[src/rtl/gate_pair_if.sv]
// gate_pair_if: pair input, flush and packed-word output handshake bundle for gate_pair_packer
interface gate_pair_if #(parameter int PAIRS = 4, parameter int DEPTH = 4);
  logic in_valid, in_ready, f1, f2, flush;
  logic out_valid, out_ready;
  logic [2*PAIRS-1:0] out_data;
  logic [4:0] out_pairs;
  logic [$clog2(DEPTH):0] fifo_count;
`ifdef GATE_PAIR_PACKER_ONES_CNT_EN
  logic [15:0] ones_count;
  modport master (output in_valid, f1, f2, flush, out_ready,
                  input in_ready, out_valid, out_data, out_pairs, fifo_count, ones_count);
  modport slave (input in_valid, f1, f2, flush, out_ready,
                 output in_ready, out_valid, out_data, out_pairs, fifo_count, ones_count);
`else
  modport master (output in_valid, f1, f2, flush, out_ready,
                  input in_ready, out_valid, out_data, out_pairs, fifo_count);
  modport slave (input in_valid, f1, f2, flush, out_ready,
                 output in_ready, out_valid, out_data, out_pairs, fifo_count);
`endif
endinterface

[src/rtl/gate_pair_packer.sv]
// gate_pair_packer: packs f1/f2 pairs into words queued in a FIFO; GATE_PAIR_PACKER_ONES_CNT_EN adds ones_count
module gate_pair_packer #(
  parameter int PAIRS = 4,
  parameter int DEPTH = 4
) (
  input logic clk,
  input logic rst_n,
  gate_pair_if.slave bus
);
  localparam int W = 2 * PAIRS;
  localparam int AW = $clog2(DEPTH);
  localparam int CW = AW + 1;
  logic [4:0] pair_cnt, held;
  logic [W-1:0] shift, word;
  logic [W-1:0] mem_data [DEPTH];
  logic [4:0] mem_pairs [DEPTH];
  logic [AW-1:0] wr_ptr, rd_ptr;
  logic [CW-1:0] count;
  logic full, acc, push, pop;
  assign full = count == CW'(DEPTH);
  assign bus.in_ready = !(full && pair_cnt == 5'(PAIRS - 1));
  assign acc = bus.in_valid && bus.in_ready;
  assign held = pair_cnt + 5'(acc);
  assign word = shift | (acc ? W'({bus.f2, bus.f1}) << (2 * pair_cnt) : '0);
  // a flush may push only when there is room, so a full FIFO keeps the partial word
  assign push = (acc && pair_cnt == 5'(PAIRS - 1)) || (bus.flush && !full && held != 0);
  assign pop = bus.out_valid && bus.out_ready;
  assign bus.out_valid = count != 0;
  assign bus.out_data = bus.out_valid ? mem_data[rd_ptr] : '0;
  assign bus.out_pairs = bus.out_valid ? mem_pairs[rd_ptr] : '0;
  assign bus.fifo_count = count;
  always_ff @(posedge clk or negedge rst_n)
    if (!rst_n) begin
      pair_cnt <= '0;
      shift <= '0;
      wr_ptr <= '0;
      rd_ptr <= '0;
      count <= '0;
    end else begin
      pair_cnt <= push ? '0 : held;
      shift <= push ? '0 : word;
      wr_ptr <= wr_ptr + AW'(push);
      rd_ptr <= rd_ptr + AW'(pop);
      count <= count + CW'(push) - CW'(pop);
    end
  always_ff @(posedge clk)
    if (push) begin
      mem_data[wr_ptr] <= word;
      mem_pairs[wr_ptr] <= held;
    end
`ifdef GATE_PAIR_PACKER_ONES_CNT_EN
  logic [15:0] ones;
  logic [16:0] ones_sum;
  assign ones_sum = 17'(ones) + 17'(bus.f1) + 17'(bus.f2);
  assign bus.ones_count = ones;
  always_ff @(posedge clk or negedge rst_n)
    if (!rst_n) ones <= '0;
    else if (acc) ones <= ones_sum[16] ? 16'hFFFF : ones_sum[15:0];
`endif
endmodule
[src/flat_wrapper.sv]
// flat-port wrapper written by rule: the top's interface ports become plain ports
module gate_pair_packer_flat 
#(
  parameter int PAIRS = 4,
  parameter int DEPTH = 4
)
  (clk, rst_n, bus_in_valid, bus_f1, bus_f2, bus_flush, bus_out_ready, bus_in_ready, bus_out_valid, bus_out_data, bus_out_pairs, bus_fifo_count);
  gate_pair_if #(.PAIRS(PAIRS), .DEPTH(DEPTH)) bus_i ();
  input logic clk;
  input logic rst_n;
  input wire logic [$bits(bus_i.in_valid)-1:0] bus_in_valid;
  input wire logic [$bits(bus_i.f1)-1:0] bus_f1;
  input wire logic [$bits(bus_i.f2)-1:0] bus_f2;
  input wire logic [$bits(bus_i.flush)-1:0] bus_flush;
  input wire logic [$bits(bus_i.out_ready)-1:0] bus_out_ready;
  output wire logic [$bits(bus_i.in_ready)-1:0] bus_in_ready;
  output wire logic [$bits(bus_i.out_valid)-1:0] bus_out_valid;
  output wire logic [$bits(bus_i.out_data)-1:0] bus_out_data;
  output wire logic [$bits(bus_i.out_pairs)-1:0] bus_out_pairs;
  output wire logic [$bits(bus_i.fifo_count)-1:0] bus_fifo_count;
  assign bus_i.in_valid = bus_in_valid;
  assign bus_i.f1 = bus_f1;
  assign bus_i.f2 = bus_f2;
  assign bus_i.flush = bus_flush;
  assign bus_i.out_ready = bus_out_ready;
  assign bus_in_ready = bus_i.in_ready;
  assign bus_out_valid = bus_i.out_valid;
  assign bus_out_data = bus_i.out_data;
  assign bus_out_pairs = bus_i.out_pairs;
  assign bus_fifo_count = bus_i.fifo_count;
  gate_pair_packer #(.PAIRS(PAIRS), .DEPTH(DEPTH)) u_core (.clk(clk), .rst_n(rst_n), .bus(bus_i));
endmodule
[config.mk]
export PLATFORM = sky130hd
export DESIGN_NAME = gate_pair_packer_flat
export DESIGN_NICKNAME = d
export VERILOG_FILES = /design/src/rtl/gate_pair_if.sv /design/src/rtl/gate_pair_packer.sv /design/src/flat_wrapper.sv
export SDC_FILE = /design/constraint.sdc
export NUM_CORES = 1
export LEC_CHECK = 0
export ABC_CLOCK_PERIOD_IN_PS = 7500
export CAP_MARGIN = 10
export CORE_MARGIN = 1
export CORE_UTILIZATION = 35
export DETAILED_ROUTE_END_ITERATION = 6
export PLACE_DENSITY = 0.57
export SYNTH_ARGS = -nofsm -noshare
export SYNTH_HDL_FRONTEND = slang
export SYNTH_SLANG_ARGS = --single-unit
export TNS_END_PERCENT = 20
[constraint.sdc]
create_clock -name clk -period 7.5 [get_ports clk]
set_clock_uncertainty 0.15 [all_clocks]
set_input_delay 1.5 -clock clk [delete_from_list [all_inputs] [get_ports clk]]
set_output_delay 1.5 -clock clk [all_outputs]
set_load 0.005 [all_outputs]
# --- Word level (Yosys, flattened, before mapping) ---
# Memories as Yosys holds them, arrays and structs flattened.
# Index checks and enable logic that the tools add are counted.
totals:
  reg_bits: 20
  inputBits: 7
  ramBits: 52
  out_inout_bits: 18
  mem_count: 2
  word_cells: 34
classes:
  n_bitwise: 1
  shifts: 1
  n_addsub: 5
  reduce_logical: 11
  muxes: 7
  n_eq_ne: 2
mem_list:
  columns: ["memory", "words", "width", "rd", "rd_ports_with_merged_regs", "write_ports", "line", "source"]
  rows:
  - ["u_core.mem_data", 4, 8, 1, 0, 1, "gate_pair_packer.sv:15", "logic [W-1:0] mem_data [DEPTH];"]
  - ["u_core.mem_pairs", 4, 5, 1, 0, 1, "gate_pair_packer.sv:16", "logic [4:0] mem_pairs [DEPTH];"]
op_table:
  columns: ["operator", "n"]
  rows:
  - ["$mux W8", 3]
  - ["$mux W5", 2]
  - ["$or A8 B8 Y8", 1]
  - ["$shl A2 B6 Y8", 1]
  - ["$logic_and A1 B1 Y1", 6]
  - ["$add A5 B1 Y5", 1]
  - ["$eq A5 B2 Y1 const B", 1]
  - ["$reduce_bool A5 Y1", 1]
  - ["$add A2 B1 Y2", 2]
  - ["$add A3 B1 Y3", 1]
  - ["$eq A3 B3 Y1 const B", 1]
  - ["$reduce_bool A3 Y1", 1]
  - ["$sub A3 B1 Y3", 1]
  - ["$logic_not A1 Y1", 2]
  - ["$mux W1", 2]
  - ["$logic_or A1 B1 Y1", 1]

# --- Depth between registers and ports, before layout ---
# Gate-level depths: netlist (run 1).
logic_depth:
  ltp_word: 10
  ltp_mapped: 15
  mapped_depth_nobuf: 14

# --- Worst setup path before layout (run 1) ---
# Ideal clock, no wire load.
synth_timing:
  path_kind: "input-to-reg"
  start: "in bus_in_valid"
  end: "mem u_core.mem_data[1][0] (netlist name) (enable)"
  n_path_buf: 0
  t_required_ns: 6.928
  path_stages: 7
  t_arrival_ns: 3.998
  setup_slack_ns: 2.930
  path_cell_list: "and2_1 ha_1 ha_1 nor3_1 mux2i_1 a211oi_2 nor4b_1"
synth_via:
  elab_chain_cells: 7
  word_cells_on_any_way: 8
  classes_between: "add/sub (1); mux (2); reduce/logical (5)"
synth_lines:
  columns: ["item", "line", "source"]
  rows:
  - ["start, declared", "flat_wrapper.sv:11", "input wire logic [$bits(bus_i.in_valid)-1:0] bus_in_valid;"]
  - ["$logic_and A1 B1 Y1", "gate_pair_packer.sv:22", "assign acc = bus.in_valid && bus.in_ready;"]
  - ["$add A5 B1 Y5", "gate_pair_packer.sv:23", "assign held = pair_cnt + 5'(acc);"]
  - ["net u_core.held[1]", "gate_pair_packer.sv:13", "logic [4:0] pair_cnt, held;"]
  - ["$reduce_bool A5 Y1", "gate_pair_packer.sv:26", "assign push = (acc && pair_cnt == 5'(PAIRS - 1)) || (bus.flush && !full && held != 0);"]
  - ["$logic_and A1 B1 Y1", "gate_pair_packer.sv:26", null]
  - ["$logic_or A1 B1 Y1", "gate_pair_packer.sv:26", null]
  - ["$mux W1", "gate_pair_packer.sv:47", "if (push) begin"]
  - ["$mux W1 (implied by the code)", "gate_pair_packer.sv:48", "mem_data[wr_ptr] <= word;"]
  - ["end, declared", "gate_pair_packer.sv:15", null]
# The timed path passes the listed nets, and every way through them passes these cells.

# --- Final worst setup path (run 1) ---
layout_timing:
  start: "in bus_in_valid"
  end: "reg u_core.count[1], in the netlist u_core.bus.fifo_count[1]"
layout_via:
  elab_chain_cells: 7
  word_cells_on_any_way: 8
  classes_between: "add/sub (3); reduce/logical (5)"
layout_lines:
  columns: ["item", "line", "source"]
  rows:
  - ["$logic_and A1 B1 Y1", "gate_pair_packer.sv:22", null]
  - ["$add A5 B1 Y5", "gate_pair_packer.sv:23", null]
  - ["net u_core.held[1]", "gate_pair_packer.sv:13", null]
  - ["$reduce_bool A5 Y1", "gate_pair_packer.sv:26", null]
  - ["$logic_and A1 B1 Y1", "gate_pair_packer.sv:26", null]
  - ["$logic_or A1 B1 Y1", "gate_pair_packer.sv:26", null]
  - ["$add A3 B1 Y3", "gate_pair_packer.sv:44", "count <= count + CW'(push) - CW'(pop);"]
  - ["$sub A3 B1 Y3", "gate_pair_packer.sv:44", null]
  - ["end signal, assigned", "gate_pair_packer.sv:44", null]
  - ["end, declared", "gate_pair_packer.sv:18", "logic [CW-1:0] count;"]
# The timed path passes the listed nets, and every way through them passes these cells.

==> results of run 1 <==
per-layer routing:
metal,share of wire,track usage
met3,0.038,0.0427
met5,0,0
met1,0.48,0.186
met4,0.0089,0.0448
met2,0.48,0.209
sequential cells by signal (all words and copies together) (netlist names):
name,flops
u_core.bus.fifo_count,3
u_core.mem_data,32
u_core.mem_pairs,20
u_core.pair_cnt,5
u_core.rd_ptr,2
u_core.shift,8
u_core.wr_ptr,2
kinds of logic (layout without fill, tap and decap cells):
family | after synthesis | in the layout
muxes | 14 | 14
adders and majority gates | 7 | 7
and+or+nand+nor | 59 | 59
xor gates and xnor gates | 8 | 8
AOI/OAI and AO/OA | 15 | 15
DFF | 72 | 72
buffers and inverters | 16 | 52
metrics by stage:
step | setup WS [ns] | utilization | cell area [um^2] | std cells | power [mW]
after CTS | 3.26 | 0.443 | 3710 | 332 | 1.56
after global routing | 3.07 | 0.443 | 3710 | 332 | 1.63
after detailed placement | 2.91 | 0.413 | 3460 | 316 | 1.18
final | 3.28 | 0.443 | 3710 | 332 | 1.53
after floorplan | 2.93 | - | 3080 | 191 | 0.943
after global placement | 3.01 | 0.413 | 3460 | 316 | 1.17
power by group:
group	total [mW]	switching (mW)	leakage, nW	internal (mW)
Sequential	0.649	0.0870	0.739	0.562
Combinational	0.506	0.212	0.579	0.295
Clock	0.375	0.150	0.124	0.224
Total	1.53	0.449	1.44	1.08
worst reg2reg max path, stage by stage, from the launching register on:
cell and delay, ns:
dfrtp_1 0.46, nor3b_1 0.24, buf_4 0.23, nand4_1 0.14, and2_1 0.20, ha_1 0.19
ha_1 0.37, nor3b_1 0.22, mux2i_1 0.13, a211oi_2 0.51, nor2_1 0.13, ha_1 0.20
inv_1 0.06, fa_1 0.40, inv_1 0.06
synthesized netlist by cell type, drive strengths merged, types with 2 or more instances:
library cell / number
dfrtp: 20
a21o: 2
o21a: 2
mux4: 13
nor2b: 19
nand3: 2
buf: 5
xor2: 4
a41o: 4
xnor2: 4
nor2: 12
edfxtp: 52
nor3b: 2
a31o: 2
ha: 6
and3: 3
nor4b: 3
inv: 8
a31oi: 2
clkbuf: 3
nor3: 4
nand2: 9
final cells by class:
type,count,area [um^2],share of cell area
Clock buffer,9,124,0.0334
Clock inverter,7,125,0.0337
Inverter,8,30.0,0.00809
Multi-Input combinational cell,103,971,0.261
Sequential cell,72,2060,0.555
Tap cell,105,131,0.0354
Timing Repair Buffer,28,270,0.0728
worst min-delay path by stage:
stage / from / end / slack, ns
after global routing: u_core.shift[6] / u_core.shift[6] / 0.38
after floorplan: u_core.shift[6] / u_core.shift[6] / 0.32
after CTS: u_core.shift[6] / u_core.shift[6] / 0.35
final: u_core.shift[6] / u_core.shift[6] / 0.35
after detailed placement: u_core.shift[6] / u_core.shift[6] / 0.34
after global placement: u_core.shift[7] / u_core.shift[7] / 0.34
==> impl_summary.log, run 1 <==
INFO  metric maximum_number_of_pins_on_one_net_before_global_route_repair = 21
INFO  metric power.static_leakage = approximately 1.4 nW
INFO  metric synth-compound-area-share = 0.0426
INFO  metric die_x = 95.9 um
INFO  metric die_h = 95.9 um
INFO  metric report.final.slew_viol_count = 0
INFO  metric count_of_flip_flops_with_a_built_in_enable_after_synthesis = between 50 and 60
INFO  metric worst_slew_pin_slew = a little over 1 ns
INFO  metric synth-seq-cells = 72
INFO  metric synth.yosys.seq_area_share = 0.669
INFO  metric synth_top_area_cells = edfxtp_1 51%, dfrtp_1 16%, mux4_2 9.5%, nor2b_1 3.9%, ha_1 2.4%
INFO  metric netlist.top_cell.by_area = edfxtp_1
INFO  metric maxCapViolations = 0
INFO  metric dp_hpwl = roughly 3600 um
INFO  metric critical_path.startpoint_type = input port
INFO  metric postCtsSetupRepairBufs = 0
INFO  metric rrSetupSlack = 3.76 ns
INFO  metric cp-end-kind = register
INFO  metric syn_area = 0.00308 mm^2
INFO  metric area_growth_syn_to_layout = 20.4%
INFO  metric clk-insertion-delay-late = ~0.34 ns
INFO  metric grt_pass1_vias = 1631
INFO  metric final.period_utilization = 0.562
INFO  metric postCtsResizedCells = 0
INFO  metric timing.setup.tns = 0 ns
INFO  metric fp-row-count = 33
INFO  metric worst_ir_drop_vdd = 132 uV
INFO  metric hold_slack = between 0.3 and 0.4 ns
INFO  metric cp_top_family = adder cells
INFO  metric timing.hold.worst.class = register to register
INFO  metric core_region_area = around 0.0084 mm^2
INFO  metric synth_top_family_by_area = simple AND/OR/NAND/NOR gates
INFO  metric nNetsFinal = ~240
INFO  metric path_clk_slew = 0.08 ns
INFO  metric cp_data_required_time = 7.64 ns
INFO  metric die_area = 0.00919 mm^2
INFO  metric clk_root_buffer_cell = clkbuf_8
INFO  metric cts.htree.levels = 3
INFO  metric routedWlPerCell = 16.2 um
INFO  metric drt-initial-drc-count = 38
INFO  metric fmax = 0.237 GHz
INFO  metric cts_hold_bufs = 0
INFO  metric drt_first_pass_iters = 4
INFO  metric final_cell_mix = 52 x edfxtp_1, 24 x clkdlybuf4s50_1, 20 x dfrtp_1, 19 x nor2b_1, 13 x mux4_2
INFO  metric grt_first_pass_wirelength = 8910 um
INFO  metric timing.rr.end = u_core.bus.fifo_count[1]
INFO  metric ios = 25
INFO  metric synth_xor_xnor_area_share = 0.0227
INFO  metric layout_min_cycle_time = 4.22 ns
INFO  metric grt_use_total = 0.137
INFO  metric drc = 0
INFO  metric gr-total-overflow = 0
INFO  metric tritoncts.num_buffers = 9
INFO  metric netlist.area_leader.share = 0.506
INFO  metric setup_viol = 0
INFO  metric drt-total-wl = 5390 um
INFO  metric worst-endpoint-arrival = roughly 4.4 ns
INFO  metric critical_path.endpoint = u_core.bus.fifo_count[1]
INFO  metric post_route_cells_drive_above_1_share = 0.194
INFO  metric grt_antenna_before_repair = 0
INFO  metric dominantRegCellSynth = edfxtp_1
INFO  metric post_synthesis_mean_instance_area = 16.1 um^2
INFO  metric hold-path-cell-count = 2
INFO  metric power.density = slightly above 400 mW/mm^2
INFO  metric status = finished clean
INFO  metric nFillCells = approximately 750
INFO  metric synth_cell_type_count = 36
INFO  metric yosys_warnings = 0
INFO  metric worstPathCellList = clkdlybuf4s50_1 > and2_1 > ha_1 > ha_1 > nor3b_1 > mux2i_1 > a211oi_2 > nor2_1 > ha_1 > inv_1 > fa_1 > inv_1
INFO  metric diodes = 0
INFO  metric postSynthCellCount = between 150 and 200
INFO  metric async_flop_share = 0.278
INFO  metric rsz0062_at_grt = no
INFO  metric clock-sinks = just over 70
INFO  metric worst_r2r_startpoint = u_core.bus.fifo_count[1]
INFO  metric layout.cells.most_common = edfxtp_1
INFO  metric start_util = 0.368
INFO  metric critical_path_class = input port to register
INFO  metric max-clock-path-buffers = 2
INFO  metric crit_fanout = 7
INFO  metric timing.critical_path.buf_inv = 3
INFO  metric timing.critical_path.slowest_cell_delay = 0.51 ns
INFO  metric synth_simple_gate_area_frac = 0.111
INFO  metric final-hold-violation-count = 0
INFO  metric syn-num-nets = between 200 and 250
INFO  metric relSlewSlack = 0.320
INFO  metric finalWeightedCongestion = roughly 0.73
INFO  metric crit_path_max_delay_cell_type = a211oi_2
INFO  metric num_vias = 1680
INFO  metric drt.antenna.violating_nets = 0
INFO  metric path_common_cell = ha_1
INFO  metric crit_path_start = bus_in_valid
INFO  metric vias_per_cell = about 5.1
INFO  metric io_buffer_count = 24
INFO  metric synth_fa_ha_area_frac = 0.0308
INFO  metric r2r.worst_path.cells = 14
INFO  metric crit_cells = 12
INFO  metric tritoncts = built
INFO  metric synth_mux_area_frac = 0.0982
Power figures use the tool's default switching activity.
==> inputs of run 2 (changes only) <==
--- a/config.mk
+++ b/config.mk
@@ -5,7 +5,7 @@
 export SDC_FILE = /design/constraint.sdc
 export NUM_CORES = 1
 export LEC_CHECK = 0
-export ABC_CLOCK_PERIOD_IN_PS = 7500
+export ABC_CLOCK_PERIOD_IN_PS = 4400
 export CAP_MARGIN = 10
 export CORE_MARGIN = 1
 export CORE_UTILIZATION = 35
==> constraint.sdc (replaced) <==
create_clock -name clk -period 4.4 [get_ports clk]
set_clock_uncertainty 0.15 [all_clocks]
set_input_delay 0.88 -clock clk [delete_from_list [all_inputs] [get_ports clk]]
set_output_delay 0.88 -clock clk [all_outputs]
set_load 0.005 [all_outputs]
==> run 2 against run 1 <==
Net effect: via count down 1.0%; critical path depth up 1; count of clock-buffer cells in the layout unchanged; die area unchanged; final cell count up 0.30%; first-iteration DRC count up 7.9%; combinational power up 71%; non-clock buffer count up 1; sequential share of layout area up 0.87 points; hold slack worse by 0.0012 ns; worst setup slack worse by 2.5 ns; largest cell class unchanged; largest power group unchanged.
==> impl_summary.log, run 2 (synthesis gave the netlist of run 1 again) <==
INFO  metric status = finished clean
INFO  metric report.final.slew_viol_count = 0 (unchanged)
INFO  metric crit_fanout = 7 (unchanged)
INFO  metric cts_hold_bufs = 0 (unchanged)
INFO  metric maximum_number_of_pins_on_one_net_before_global_route_repair = 21 (unchanged)
INFO  metric drc = 0 (unchanged)
INFO  metric dp_hpwl = 3610 um (+1.0%)
INFO  metric start_util = 0.368 (unchanged)
INFO  metric postCtsResizedCells = 0 (unchanged)
INFO  metric routedWlPerCell = 16.4 um (+1.1%)
INFO  metric clk-insertion-delay-late = 0.34 ns (about the same)
INFO  metric final-hold-violation-count = 0 (unchanged)
INFO  metric clk_root_buffer_cell = clkbuf_8
INFO  metric critical_path.startpoint_type = register
INFO  metric timing.hold.worst.class = register to register
INFO  metric worst_slew_pin_slew = 0.953 ns (-0.0615 ns)
INFO  metric setup_slack = 0.733 ns (-2.55 ns)
INFO  metric layout.cells.most_common = edfxtp_1
INFO  metric grt_first_pass_wirelength = 9070 um (+1.8%)
INFO  metric largest_register_ff_count = 32 (unchanged)
INFO  metric number_of_instances_in_the_placed_design = 317 (+0.32%)
INFO  metric layout_min_cycle_time = roughly 3.7 ns
INFO  metric final_cell_mix = 52 x edfxtp_1, 24 x clkdlybuf4s50_1, 20 x dfrtp_1, 19 x nor2b_1, 13 x mux4_2
INFO  metric critical_path_class = register to register
INFO  metric finalWeightedCongestion = 0.741 (+2.2%)
INFO  metric tritoncts.num_buffers = 9 (unchanged)
INFO  metric fp-row-count = 33 (unchanged)
INFO  metric die_x = 95.9 um (unchanged)
INFO  metric fmax = 0.273 GHz
INFO  metric die_h = 95.9 um (unchanged)
INFO  metric postPlaceCellArea = 0.00347 mm^2 (+0.22%)
INFO  metric setup_viol = 0 (unchanged)
INFO  metric io_buffer_count = 24 (unchanged)
INFO  metric cts.htree.levels = 3 (unchanged)
INFO  metric num_vias = 1663 (-1.0%)
INFO  metric max-clock-path-buffers = 2 (unchanged)
INFO  metric maxCapViolations = 0 (unchanged)
INFO  metric drt-initial-drc-count = 41 (+7.9%)
INFO  metric cp_data_required_time = 4.53 ns (-3.11 ns)
INFO  metric grt_pass1_vias = 1672 (+2.5%)
INFO  metric ios = 25 (unchanged)
INFO  metric reg_top3 = u_core.mem_data: 32 flops, u_core.mem_pairs: 20 flops, u_core.shift: 8 flops
INFO  metric drt-total-wl = 5470 um (+1.4%)
INFO  metric rsz0062_at_grt = no
INFO  metric grt_use_total = 0.138 (+0.00162)
INFO  metric register_with_the_highest_flop_count = u_core.mem_data
INFO  metric worst_ir_drop_vdd = 257 uV (+94%)
INFO  metric grt_antenna_before_repair = 0 (unchanged)
INFO  metric diodes = 0 (unchanged)
INFO  metric clock-sinks = 72 (unchanged)
INFO  metric vias_per_cell = 4.99 (-1.3%)
INFO  metric power.static_leakage = 1.41 nW (-2.4%)
INFO  metric finish.instance_area = 0.00366 mm^2 (-1.5%)
INFO  metric relSlewSlack = 0.363 (+0.0427)
INFO  metric core_region_area = 0.00838 mm^2 (unchanged)
INFO  metric design_power_total = 2.46 mW (+61%)
INFO  metric nNetsFinal = 237 (+0.42%)
INFO  metric drt.antenna.violating_nets = 0 (unchanged)
INFO  metric cp-end-kind = register
INFO  metric post-place-ws = 0.457 ns (-2.45 ns)
INFO  metric timing.setup.tns = 0 ns (unchanged)
INFO  metric final.period_utilization = 0.833
INFO  metric nFillCells = 751 (+0.40%)
INFO  metric die_area = 0.00919 mm^2 (unchanged)
INFO  metric path_clk_slew = 0.09 ns (about the same)
INFO  metric rrSetupSlack = 0.73 ns (-3.03 ns)
INFO  metric tritoncts = built
INFO  metric area_growth_syn_to_layout = 18.5%
INFO  metric gr-total-overflow = 0 (unchanged)
INFO  metric power.density = 672 mW/mm^2 (+63%)
INFO  metric post_route_cells_drive_above_1_share = 0.197 (+0.00354)
INFO  metric final_cell_count_no_fill = 333 (+0.30%)
INFO  metric postCtsSetupRepairBufs = 0 (unchanged)
INFO  metric drt_first_pass_iters = 4 (unchanged)
INFO  metric worst-endpoint-arrival = 3.80 ns (-0.55 ns)
run 2: cell types whose count changed in the layout (fill, tap and decap cells not counted), sizes merged:
cell      delta
bufinv       -3
buf          +1
clkinv       -2
clkinvlp     +3
inv          +2
run 2: metal layers:
metal  share of wire  track usage  vias up
met5               0            0        -
met4           0.014       0.0522        0
met3           0.033       0.0355       10
met2            0.48        0.212       34
met1            0.47        0.190      833
li1                -            -      786
run 2: through the flow:
step	hold slack [ns]	utilization
after detailed placement	0.341	0.414
after global routing	0.362	0.436
after global placement	0.336	0.414
final	0.350	0.436
after floorplan	0.321	-
after CTS	0.353	0.436
run 2: layout make-up:
class                   count  area [um^2]  area share
clock buffers               9          124      0.0339
clock inverters             7         60.1      0.0164
inverters                   8         30.0     0.00821
multi-input cells         103          971       0.266
flip-flops and latches     72         2060       0.564
well taps                 105          131      0.0359
repair buffers             29          278      0.0760
run 2: report_power, final:
group          switching, mW  internal, mW  leakage (nW)  total [mW]
registers              0.149         0.957         0.739        1.11
clock network          0.272         0.214        0.0848       0.486
logic                  0.361         0.505         0.585       0.866
total                  0.782          1.68          1.41        2.46
run 2: worst paths after layout:
check | from | endpoint | cells past startpoint
worst min register to register | u_core.shift[6] | u_core.shift[6] | 2
worst min-delay path | u_core.shift[6] | u_core.shift[6] | 2
max in group asynchronous | rst_n | u_core.wr_ptr[0] | 1
min in group asynchronous | rst_n | u_core.shift[4] | 1
worst max-delay path | u_core.bus.fifo_count[1] | u_core.bus.fifo_count[1] | 13
worst max register to register | u_core.bus.fifo_count[1] | u_core.bus.fifo_count[1] | 13
run 2: critical path, cell delays in order (launching register included):
cell and delay, ns:
dfrtp_1 0.45, nor3b_1 0.39, nand4_1 0.17, and2_1 0.19, ha_1 0.19, ha_1 0.36
nor3b_1 0.23, mux2i_1 0.13, a211oi_2 0.50, nor2_1 0.12, ha_1 0.21, inv_1 0.06
fa_1 0.40, inv_1 0.06
==> inputs of run 3 (changes only) <==
--- a/config.mk
+++ b/config.mk
@@ -5,12 +5,12 @@
 export SDC_FILE = /design/constraint.sdc
 export NUM_CORES = 1
 export LEC_CHECK = 0
-export ABC_CLOCK_PERIOD_IN_PS = 4400
+export ABC_CLOCK_PERIOD_IN_PS = 3330
 export CAP_MARGIN = 10
 export CORE_MARGIN = 1
 export CORE_UTILIZATION = 35
 export DETAILED_ROUTE_END_ITERATION = 6
-export PLACE_DENSITY = 0.57
+export PLACE_DENSITY = 0.59
 export SYNTH_ARGS = -nofsm -noshare
 export SYNTH_HDL_FRONTEND = slang
 export SYNTH_SLANG_ARGS = --single-unit
==> constraint.sdc (replaced) <==
create_clock -name clk -period 3.33 [get_ports clk]
set_clock_uncertainty 0.15 [all_clocks]
set_input_delay 0.666 -clock clk [delete_from_list [all_inputs] [get_ports clk]]
set_output_delay 0.666 -clock clk [all_outputs]
set_load 0.005 [all_outputs]
==> run 3 against run 2 <==
Net effect: total power up 43%; die area stayed put; count of clock-buffer cells in the layout unchanged; sequential cell count unchanged; cell area increased by 7.4%; non-clock buffer count up 20; wire length up 4.0%; worst setup slack got worse by 0.48 ns; sequential share of layout area decreased by 3.9 points; highest routed layer unchanged.
==> impl_summary.log, run 3 (synthesis gave the netlist of run 1 again) <==
INFO  metric worst_slew_pin_slew = 0.646 ns (-0.307 ns)
INFO  metric worst_r2r_startpoint = u_core.bus.fifo_count[2]
INFO  metric grt_use_total = 0.142 (+0.00379)
INFO  metric timing.hold.worst.class = register to register
INFO  metric tritoncts.num_buffers = 9 (unchanged)
INFO  metric grt_pass1_vias = 1748 (+4.5%)
INFO  metric cts_hold_bufs = 0 (unchanged)
INFO  metric layout_min_cycle_time = 3.08 ns (-0.590 ns)
INFO  metric cp-end-kind = register
INFO  metric postCtsResizedCells = 0 (unchanged)
INFO  metric clk_root_buffer_cell = clkbuf_8
INFO  metric grt_first_pass_wirelength = 9250 um (+2.0%)
INFO  metric maximum_number_of_pins_on_one_net_before_global_route_repair = 21 (unchanged)
INFO  metric drt_first_pass_iters = 4 (unchanged)
INFO  metric finish.instance_area = 0.00393 mm^2 (+7.4%)
INFO  metric min_delay_worst_endpoint = u_core.shift[6]
INFO  metric dp_hpwl = 3890 um (+7.9%)
INFO  metric finalWeightedCongestion = 0.782 (+5.5%)
INFO  metric postCtsSetupRepairBufs = 0 (unchanged)
INFO  metric hold-path-cell-count = 2 (unchanged)
INFO  metric status = finished clean
INFO  metric reg_top3 = u_core.mem_data: 32 flops, u_core.mem_pairs: 20 flops, u_core.shift: 8 flops
INFO  metric worst-endpoint-arrival = 3.20 ns (-0.60 ns)
INFO  metric core_region_area = 0.00838 mm^2 (unchanged)
INFO  metric critical_path.startpoint_type = register
INFO  metric timing.rr.end = u_core.bus.fifo_count[2]
INFO  metric gr-total-overflow = 0 (unchanged)
INFO  metric die_area = 0.00919 mm^2 (unchanged)
INFO  metric vias_per_cell = 4.94 (-1.1%)
INFO  metric layout.cells.most_common = edfxtp_1
INFO  metric number_of_instances_in_the_placed_design = 337 (+6.3%)
INFO  metric critical_path_class = register to register
INFO  metric crit_fanout = 4 (-3)
INFO  metric num_vias = 1744 (+4.9%)
INFO  metric post-place-ws = -0.138 ns (-0.595 ns)
INFO  metric grt_antenna_before_repair = 0 (unchanged)
INFO  metric report.final.slew_viol_count = 0 (unchanged)
INFO  metric drt-total-wl = 5680 um (+4.0%)
INFO  metric ios = 25 (unchanged)
INFO  metric worstPathCellList = nor3b_4 > nand4_1 > and2_1 > ha_2 > ha_4 > nor3_1 > mux2i_1 > buf_4 > a211oi_4 > nor2_2 > ha_1 > inv_1 > fa_1 > xnor2_1 > xnor2_1
INFO  metric final.period_utilization = 0.924 (+0.0907)
INFO  metric r2r.worst_path.cells = 15 (+2)
INFO  metric drc = 0 (unchanged)
INFO  metric power.static_leakage = 1.55 nW (+9.7%)
INFO  metric postPlaceCellArea = 0.00371 mm^2 (+7.0%)
INFO  metric start_util = 0.368 (unchanged)
INFO  metric drt-initial-drc-count = 103 (+150%)
INFO  metric path_common_cell = xnor2_1
INFO  metric tritoncts = built
INFO  metric relSlewSlack = 0.569 (+0.207)
INFO  metric timing.critical_path.buf_inv = 2 (unchanged)
INFO  metric final_cell_count_no_fill = 353 (+6.0%)
INFO  metric nNetsFinal = 257 (+8.4%)
INFO  metric fmax = 0.325 GHz (+19%)
INFO  metric path_clk_slew = 0.08 ns (about the same)
INFO  metric diodes = 0 (unchanged)
INFO  metric post_route_cells_drive_above_1_share = 0.282 (+0.0849)
INFO  metric crit_path_max_delay_cell_type = dfrtp_1
INFO  metric maxCapViolations = 0 (unchanged)
INFO  metric die_h = 95.9 um (unchanged)
INFO  metric setup_viol = 0 (unchanged)
INFO  metric io_buffer_count = 24 (unchanged)
INFO  metric worst_ir_drop_vdd = 407 uV (+59%)
INFO  metric nFillCells = 758 (+0.93%)
INFO  metric power.density = 895 mW/mm^2 (+33%)
INFO  metric fp-row-count = 33 (unchanged)
INFO  metric register_with_the_highest_flop_count = u_core.mem_data
INFO  metric routedWlPerCell = 16.1 um (-1.9%)
INFO  metric rrSetupSlack = 0.25 ns (-0.48 ns)
INFO  metric clock-sinks = 72 (unchanged)
INFO  metric drt.antenna.violating_nets = 0 (unchanged)
INFO  metric max-clock-path-buffers = 2 (unchanged)
INFO  metric cts.htree.levels = 3 (unchanged)
INFO  metric setup_slack = 0.252 ns (-0.480 ns)
INFO  metric hold_start = u_core.shift[6]
INFO  metric rsz0062_at_grt = no
INFO  metric timing.critical_path.slowest_cell_delay = 0.43 ns (-0.07 ns)
INFO  metric cp_top_family = adder cells
INFO  metric area_growth_syn_to_layout = 27.3%
INFO  metric design_power_total = 3.51 mW (+43%)
INFO  metric die_x = 95.9 um (unchanged)
INFO  metric largest_register_ff_count = 32 (unchanged)
INFO  metric final_cell_mix = 52 x edfxtp_1, 24 x clkdlybuf4s50_1, 22 x buf_4, 19 x nor2b_1, 19 x dfrtp_1
INFO  metric clk-insertion-delay-late = 0.35 ns (about the same)
INFO  metric cp_data_required_time = 3.46 ns (-1.07 ns)
INFO  metric final-hold-violation-count = 0 (unchanged)
-- run 3: changes by cell type in the layout (fill, tap and decap cells not counted), sizes merged --
cell,change
buf,+20
clkinv,+3
clkinvlp,-2
inv,-2
bufinv,+1
-- run 3: how the worst max path moves through the flow --
| stage | start | to | slack, ns | depth (start not counted) |
|---|---|---|---|---|
| 2_1_floorplan | u_core.bus.fifo_count[1] | u_core.bus.fifo_count[1] | 0.01 | 14 |
| 3_3_place_gp | bus_in_valid | u_core.bus.fifo_count[2] | -0.01 | 14 |
| 3_5_place_dp | bus_in_valid | u_core.bus.fifo_count[2] | -0.14 | 14 |
| 4_1_cts | u_core.bus.fifo_count[2] | u_core.bus.fifo_count[2] | 0.14 | 15 |
| 5_1_grt | u_core.bus.fifo_count[2] | u_core.bus.fifo_count[2] | 0.04 | 15 |
| 6_report | u_core.bus.fifo_count[2] | u_core.bus.fifo_count[2] | 0.25 | 15 |
-- run 3: through the flow --
stage	util	TNS [ns]	hold WS [ns]
finish	0.469	0	0.350
global placement	0.443	-0.0134	0.335
detailed placement	0.443	-0.189	0.339
CTS	0.468	0	0.351
floorplan	-	0	0.220
global route	0.469	0	0.381
-- run 3: layer usage --
| layer | vias to the layer above | part of all wire | global-route usage |
|---|---|---|---|
| met2 | 45 | 0.46 | 0.211 |
| li1 | 821 | - | - |
| met4 | 0 | 0.023 | 0.0821 |
| met5 | - | 0 | 0 |
| met3 | 10 | 0.034 | 0.0237 |
| met1 | 868 | 0.49 | 0.198 |
-- run 3: worst min-delay path, cell delays in order, from the launching register on --
cell and delay (ns):
dfrtp_1 0.38, nand2_1 0.06, nor2_1 0.03
-- run 3: report_power, final --
group | internal (mW) | switching, mW
sequential | 1.27 | 0.132
combinational | 0.809 | 0.607
clock | 0.354 | 0.344
total | 2.43 | 1.08
-- run 3: layout make-up --
class	count	area, um^2	area share
clock buffer	9	124	0.0315
timing repair buffer	49	465	0.119
inverter	8	30.0	0.00765
multi-input combinational	103	1030	0.263
sequential	72	2060	0.525
clock inverter	7	80.1	0.0204
tap	105	131	0.0335
